### config.mk
export PLATFORM = sky130hd
export DESIGN_NAME = cache_axi_rd_arbiter
export DESIGN_NICKNAME = d
export VERILOG_FILES = /design/src/rtl/cache_axi_rd_arbiter.sv
export SDC_FILE = /design/constraint.sdc
export NUM_CORES = 1
export LEC_CHECK = 0
export ABC_AREA = 0
export BUFFER_PORTS_ARGS = -buffer_cell sky130_fd_sc_hd__buf_4
export CAP_MARGIN = 5
export CORE_AREA = 2 2 127 129
export CTS_BUF_LIST = sky130_fd_sc_hd__clkbuf_4
export DETAILED_ROUTE_END_ITERATION = 6
export DIE_AREA = 0 0 129 131
export SYNTH_ARGS = -nofsm -noshare
export SYNTH_HDL_FRONTEND = slang
export SYNTH_SLANG_ARGS = --single-unit
### constraint.sdc
create_clock -name clk -period 1.4 [get_ports clk]
set_input_delay 0.14 -clock clk [delete_from_list [all_inputs] [get_ports clk]]
set_output_delay 0.14 -clock clk [all_outputs]
set_load 0.01 [all_outputs]
### src/rtl/cache_axi_rd_arbiter.sv
// Read-channel arbiter that lets an instruction cache and a data cache
// share one AXI read port. Only one burst is in flight at a time. The
// AR request is granted round-robin, then the R beats are routed
// back to whichever cache owns the burst until the slave marks the
// last beat.
module cache_axi_rd_arbiter #(
  parameter int ADDR_W = 32,
  parameter int DATA_W = 64,
  parameter int LEN_W  = 8
) (
  input  logic              clk,
  input  logic              rst,

  // icache requester
  input  logic              ic_ar_valid,
  output logic              ic_ar_ready,
  input  logic [ADDR_W-1:0] ic_ar_addr,
  input  logic [LEN_W-1:0]  ic_ar_len,
  output logic              ic_r_valid,
  input  logic              ic_r_ready,
  output logic [DATA_W-1:0] ic_r_data,
  output logic              ic_r_last,

  // dcache requester
  input  logic              dc_ar_valid,
  output logic              dc_ar_ready,
  input  logic [ADDR_W-1:0] dc_ar_addr,
  input  logic [LEN_W-1:0]  dc_ar_len,
  output logic              dc_r_valid,
  input  logic              dc_r_ready,
  output logic [DATA_W-1:0] dc_r_data,
  output logic              dc_r_last,

  // shared AXI read master
  output logic              m_ar_valid,
  input  logic              m_ar_ready,
  output logic [ADDR_W-1:0] m_ar_addr,
  output logic [LEN_W-1:0]  m_ar_len,
  output logic              m_ar_id,
  input  logic              m_r_valid,
  output logic              m_r_ready,
  input  logic [DATA_W-1:0] m_r_data,
  input  logic              m_r_last
);

  localparam logic [1:0] ST_IDLE = 2'd0;
  localparam logic [1:0] ST_ADDR = 2'd1;
  localparam logic [1:0] ST_DATA = 2'd2;

  // Requester tags, also used as the value of the priority register.
  localparam logic ID_IC = 1'b0;
  localparam logic ID_DC = 1'b1;

  logic [1:0]        state;
  logic [1:0]        state_nxt;
  logic              prio;
  logic [ADDR_W-1:0] lat_addr;
  logic [LEN_W-1:0]  lat_len;
  logic              lat_id;

  logic              in_idle;
  logic              in_addr;
  logic              in_data;
  logic              gnt_ic;
  logic              gnt_dc;
  logic              own_r_ready;
  logic              beat_done;
  logic              burst_end;

  // Decode the current state into one-hot style qualifiers.
  always_comb begin
    in_idle = (state == ST_IDLE);
    in_addr = (state == ST_ADDR);
    in_data = (state == ST_DATA);
  end

  // Round-robin grant. A lone requester wins outright; on a tie the
  // priority register decides. Grants are suppressed while rst is high
  // because the latch registers are being cleared that cycle and the
  // requester would otherwise see an ar_ready for a request that is lost.
  always_comb begin
    gnt_ic = 1'b0;
    gnt_dc = 1'b0;
    if (in_idle && !rst) begin
      if (ic_ar_valid && dc_ar_valid) begin
        gnt_ic = (prio == ID_IC);
        gnt_dc = (prio == ID_DC);
      end else begin
        gnt_ic = ic_ar_valid;
        gnt_dc = dc_ar_valid;
      end
    end
  end

  // R-channel handshake seen through the current owner. The beat count
  // is never compared against len; only m_r_last ends a burst.
  always_comb begin
    own_r_ready = (lat_id == ID_DC) ? dc_r_ready : ic_r_ready;
    beat_done   = in_data && m_r_valid && own_r_ready;
    burst_end   = beat_done && m_r_last;
  end

  // Next-state logic for the IDLE -> ADDR -> DATA -> IDLE cycle.
  always_comb begin
    state_nxt = state;
    case (state)
      ST_IDLE: if (gnt_ic || gnt_dc) state_nxt = ST_ADDR;
      ST_ADDR: if (m_ar_ready)       state_nxt = ST_DATA;
      ST_DATA: if (burst_end)        state_nxt = ST_IDLE;
      default:                       state_nxt = ST_IDLE;
    endcase
  end

  // State register; reset abandons any burst in flight.
  always_ff @(posedge clk) begin
    if (rst) begin
      state <= ST_IDLE;
    end else begin
      state <= state_nxt;
    end
  end

  // Priority register: after each grant it points at the other requester.
  always_ff @(posedge clk) begin
    if (rst) begin
      prio <= ID_IC;
    end else if (gnt_ic) begin
      prio <= ID_DC;
    end else if (gnt_dc) begin
      prio <= ID_IC;
    end
  end

  // Capture the winning request so the requester may drop or change its
  // inputs right after the grant without disturbing the AR phase.
  always_ff @(posedge clk) begin
    if (rst) begin
      lat_addr <= '0;
      lat_len  <= '0;
      lat_id   <= ID_IC;
    end else if (gnt_ic) begin
      lat_addr <= ic_ar_addr;
      lat_len  <= ic_ar_len;
      lat_id   <= ID_IC;
    end else if (gnt_dc) begin
      lat_addr <= dc_ar_addr;
      lat_len  <= dc_ar_len;
      lat_id   <= ID_DC;
    end
  end

  // AR channel toward the slave, driven only from the latched request.
  always_comb begin
    ic_ar_ready = gnt_ic;
    dc_ar_ready = gnt_dc;
    m_ar_valid  = in_addr;
    m_ar_addr   = lat_addr;
    m_ar_len    = lat_len;
    m_ar_id     = lat_id;
  end

  // R channel routing: only the owner sees valid/last, and only in DATA,
  // so stray beats outside a burst are neither accepted nor forwarded.
  always_comb begin
    m_r_ready  = in_data && own_r_ready;
    ic_r_valid = in_data && (lat_id == ID_IC) && m_r_valid;
    dc_r_valid = in_data && (lat_id == ID_DC) && m_r_valid;
    ic_r_last  = in_data && (lat_id == ID_IC) && m_r_last;
    dc_r_last  = in_data && (lat_id == ID_DC) && m_r_last;
    ic_r_data  = m_r_data;
    dc_r_data  = m_r_data;
  end

endmodule

==> results.sh <==
export IMPL_yosysMostFrequentCell="buf_4"
export IMPL_syn_area_um2=3331
export IMPL_clock_latency_ns=0.38
export IMPL_start_kind="flip-flop"
export IMPL_layout_drive_gt1_share_pct=56.01
export IMPL_slew_violations=0
export IMPL_place_hpwl_mm=7.893
export IMPL_period_needed_ns=1.672
export IMPL_pwr_share_clk_pct=18.5
export IMPL_outcome="complete, but fails checks"
export IMPL_setup_violations=47
export IMPL_power_density_nw_per_um2=810.7
export IMPL_synth_seq_area_share_pct=26.45
export IMPL_cts_root_buffer="clkbuf_4"
export IMPL_synth_ff_type="dfxtp_1"
export IMPL_vdd_drop_max_v=0.0002720
export IMPL_synthCells=390
export IMPL_drt_antenna_violating_nets=0
export IMPL_synth_commonest_cells="128 x buf_4, 82 x nand2_1, 44 x dfxtp_1"
export IMPL_htreeDepth=2
export IMPL_syn2layout_area_growth_pct=34.41
export IMPL_io_buffers=137
export IMPL_synth_adder_area_share_pct=0
export IMPL_num_vias=2845
export IMPL_hold_path_class="input port to flip-flop"
export IMPL_seqPwrFrac_pct=40.2
export IMPL_switching_power_mw=1.215
export IMPL_wirelength_mm=11.77
export IMPL_ys_ff_latch=44
export IMPL_slowest_delay_ns=0.37
export IMPL_finalHoldViolCount=0
export IMPL_synth_xor_area_share_pct=0
export IMPL_drtIter0Drc=101
export IMPL_core_um2=15600
export IMPL_max_freq_ghz=0.5980
export IMPL_violations="negative setup slack"
export IMPL_ys_top_cells_by_area="buf_4 29%, dfxtp_1 26%, a311oi_2 18%"
export IMPL_multiInputGateArea_um2=1395
export IMPL_clkSinkCount=44
export IMPL_grt_antenna_before_repair=1
export IMPL_path_class="flip-flop to output port"
export IMPL_fill_cells=1653
export IMPL_swShare_pct=33.48
export IMPL_rows=46
export IMPL_async_flop_share_pct=0
export IMPL_synth_simple_area_share_pct=12.55
export IMPL_skew_ns=0.02035
export IMPL_grt_max_degree=25
export IMPL_synth_edf_count=0
export IMPL_critPathMaxFanout=3
export IMPL_worstMarginPinSlew_ns=0.3853
export IMPL_path_cells="or3b_4 -> o21bai_4 -> nor2_1 -> buf_4"
export IMPL_die_area_um2=16900
export IMPL_wl_per_cell_um=17.89
export IMPL_syn_area_per_cell_um2=8.540
export IMPL_synth_compound_area_share_pct=26.00
export IMPL_crit_path_end_kind="output port"
export IMPL_clk_path_buf_depth=2
export IMPL_grt_pass1_vias=2775
export IMPL_synth_warnings=0
export IMPL_p_leak_nw=1.866
export IMPL_slew_headroom_pct=74.32
export IMPL_crit_arrival_ns=1.53
export IMPL_synthDistinctLibCells=30
export IMPL_clk_pin_slew_worst_paths_ns=0.15
export IMPL_post_place_ws_ns=0.05445
export IMPL_io_pins=330
export IMPL_nNetsFinal=593
export IMPL_cp_required_ns=1.26
export IMPL_grt_setup_unrepaired="true"
export IMPL_cts_tree="yes"
export IMPL_combPwrFrac_pct=41.2
export IMPL_worst_slack_ns=-0.2723
export IMPL_track_usage_pct=11.83
export IMPL_die_height_um=131
export IMPL_initial_core_util_pct=21.35
export IMPL_grt_pass1_wl_mm=15.23
export IMPL_finalCritPeriodShare_pct=119.4
export IMPL_numCtsBuffers=5
export IMPL_routabilityCongestion=0.7576
export IMPL_maxCapViolCount=0
export IMPL_overflow=0
export IMPL_yosysTopAreaCellShare_pct=28.85
export IMPL_synth_top_family_by_area="buffers and inverters"
export IMPL_intPower_mw=2.414
export IMPL_regArea_um2=890.9
export IMPL_via_per_inst=4.324
export IMPL_synth_mux_area_share_pct=0.3005
export IMPL_synthesis_nets=543
export IMPL_synth_largest_area_cell="buf_4"
export IMPL_drt_pass1_iterations=5
export IMPL_drc=0
export IMPL_final_util_pct=28.70
export IMPL_cpMaxStageDelayCell="dfxtp_2"
export IMPL_die_w_um=129
==> worst max-delay path: cells and delay by family, from the launching register on <==
family / cells / cell delay (ns)
AND/OR/NAND/NOR: 2 / 0.47
AO/OA/AOI/OAI: 1 / 0.18
buffers and inverters: 1 / 0.13
flip-flops: 1 / 0.37
==> power by group through the flow <==
stage	sequential (mW)	clock (mW)	combinational (mW)
floorplan	1.52	0	0.945
global placement	1.48	0	1.14
detailed placement	1.49	0	1.16
CTS	1.46	0.719	1.31
global route	1.48	0.750	1.60
finish	1.46	0.673	1.50
==> flip-flops by register name, summed over array words and instances, names as in the netlist <==
register	cells
m_ar_addr	32
m_ar_len	8
state	2
m_ar_id	1
prio	1
==> per-layer routing <==
| metal | share of wire, % | global-route usage (%) | vias to the layer above | routed length (um) |
|---|---|---|---|---|
| li1 | - | - | 1304 | - |
| met5 | 0 | 0 | - | 0 |
| met2 | 49 | 20.23 | 185 | 5769 |
| met4 | 3.6 | 6.650 | 0 | 426 |
| met1 | 39 | 12.64 | 1308 | 4592 |
| met3 | 8.3 | 4.438 | 48 | 982 |
==> what timing repair did <==
item / in CTS / in global routing
hold buffers: 21 / 3
gates resized for setup: 28 / 12
pin swaps: 14 / 8
cloned: 1 / 11
setup endpoints to repair: 8 / 49
setup buffers: 9 / 4
hold endpoints to repair: 17 / 3
==> final timing paths <==
path                             from                         end  slack (ns)  cells after the start
max             state[0]$_SDFFE_PP0P_                 dc_ar_ready       -0.27                      4
min                    dc_ar_addr[18]  m_ar_addr[18]$_SDFFE_PP0P_        0.04                      3
max reg2reg     state[1]$_SDFFE_PP0P_   m_ar_addr[8]$_SDFFE_PP0P_       -0.16                      6
min reg2reg  m_ar_len[0]$_SDFFE_PP0P_    m_ar_len[0]$_SDFFE_PP0P_        0.54                      2
==> cell families (layout without fill, tap and decap cells) <==
group | Yosys count | count (layout)
AOI/OAI and AO/OA | 89 | 89
and+or+nand+nor | 99 | 99
other | 0 | 1
muxes | 1 | 1
buffers and inverters | 157 | 208
DFF | 44 | 44
==> through the flow <==
step / instance area [um2] / power (mW) / setup TNS (ns) / hold WS, ns / instances
6_report: 4477 / 3.629 / -6.259 / 0.03830 / 658
3_5_place_dp: 3684 / 2.647 / 0 / 0.2801 / 601
4_1_cts: 4159 / 3.487 / -3.376 / 0.00009179 / 640
3_3_place_gp: 3684 / 2.622 / 0 / 0.2801 / 601
5_1_grt: 4477 / 3.830 / -10.16 / 0.002867 / 658
2_1_floorplan: 3331 / 2.464 / 0 / 0.2565 / 390
==> area by class of cell <==
class	count	area share (%)
Timing Repair Buffer	199	41.50
Multi-Input combinational cell	189	31.16
Sequential cell	44	19.90
Tap cell	216	6.037
Clock buffer	6	1.006
Clock inverter	2	0.2515
Inverter	1	0.08385
Antenna cell	1	0.05590
==> cells in the final DEF, fill, tap and decap left out, drive strengths merged <==
cell,Yosys,routed
a2111oi,1,1
and2,2,2
and3,2,2
o21bai,1,1
nor2,4,4
a21oi,43,43
bufbuf,0,1
clkbuf,12,13
a21bo,1,1
clkinv,0,1
a311oi,40,40
dlygate4sd3,0,24
a21boi,1,1
nor2b,2,2
nor4b,1,1
nand2,82,82
o21ai,1,1
or3b,1,1
nand2b,1,1
mux2i,1,1
buf,144,167
nor3,1,1
nor3b,2,2
dfxtp,44,44
inv,1,1
clkinvlp,0,1
o31ai,1,1
diode,0,1
or2,1,1
(Power assumes the default switching activity.)
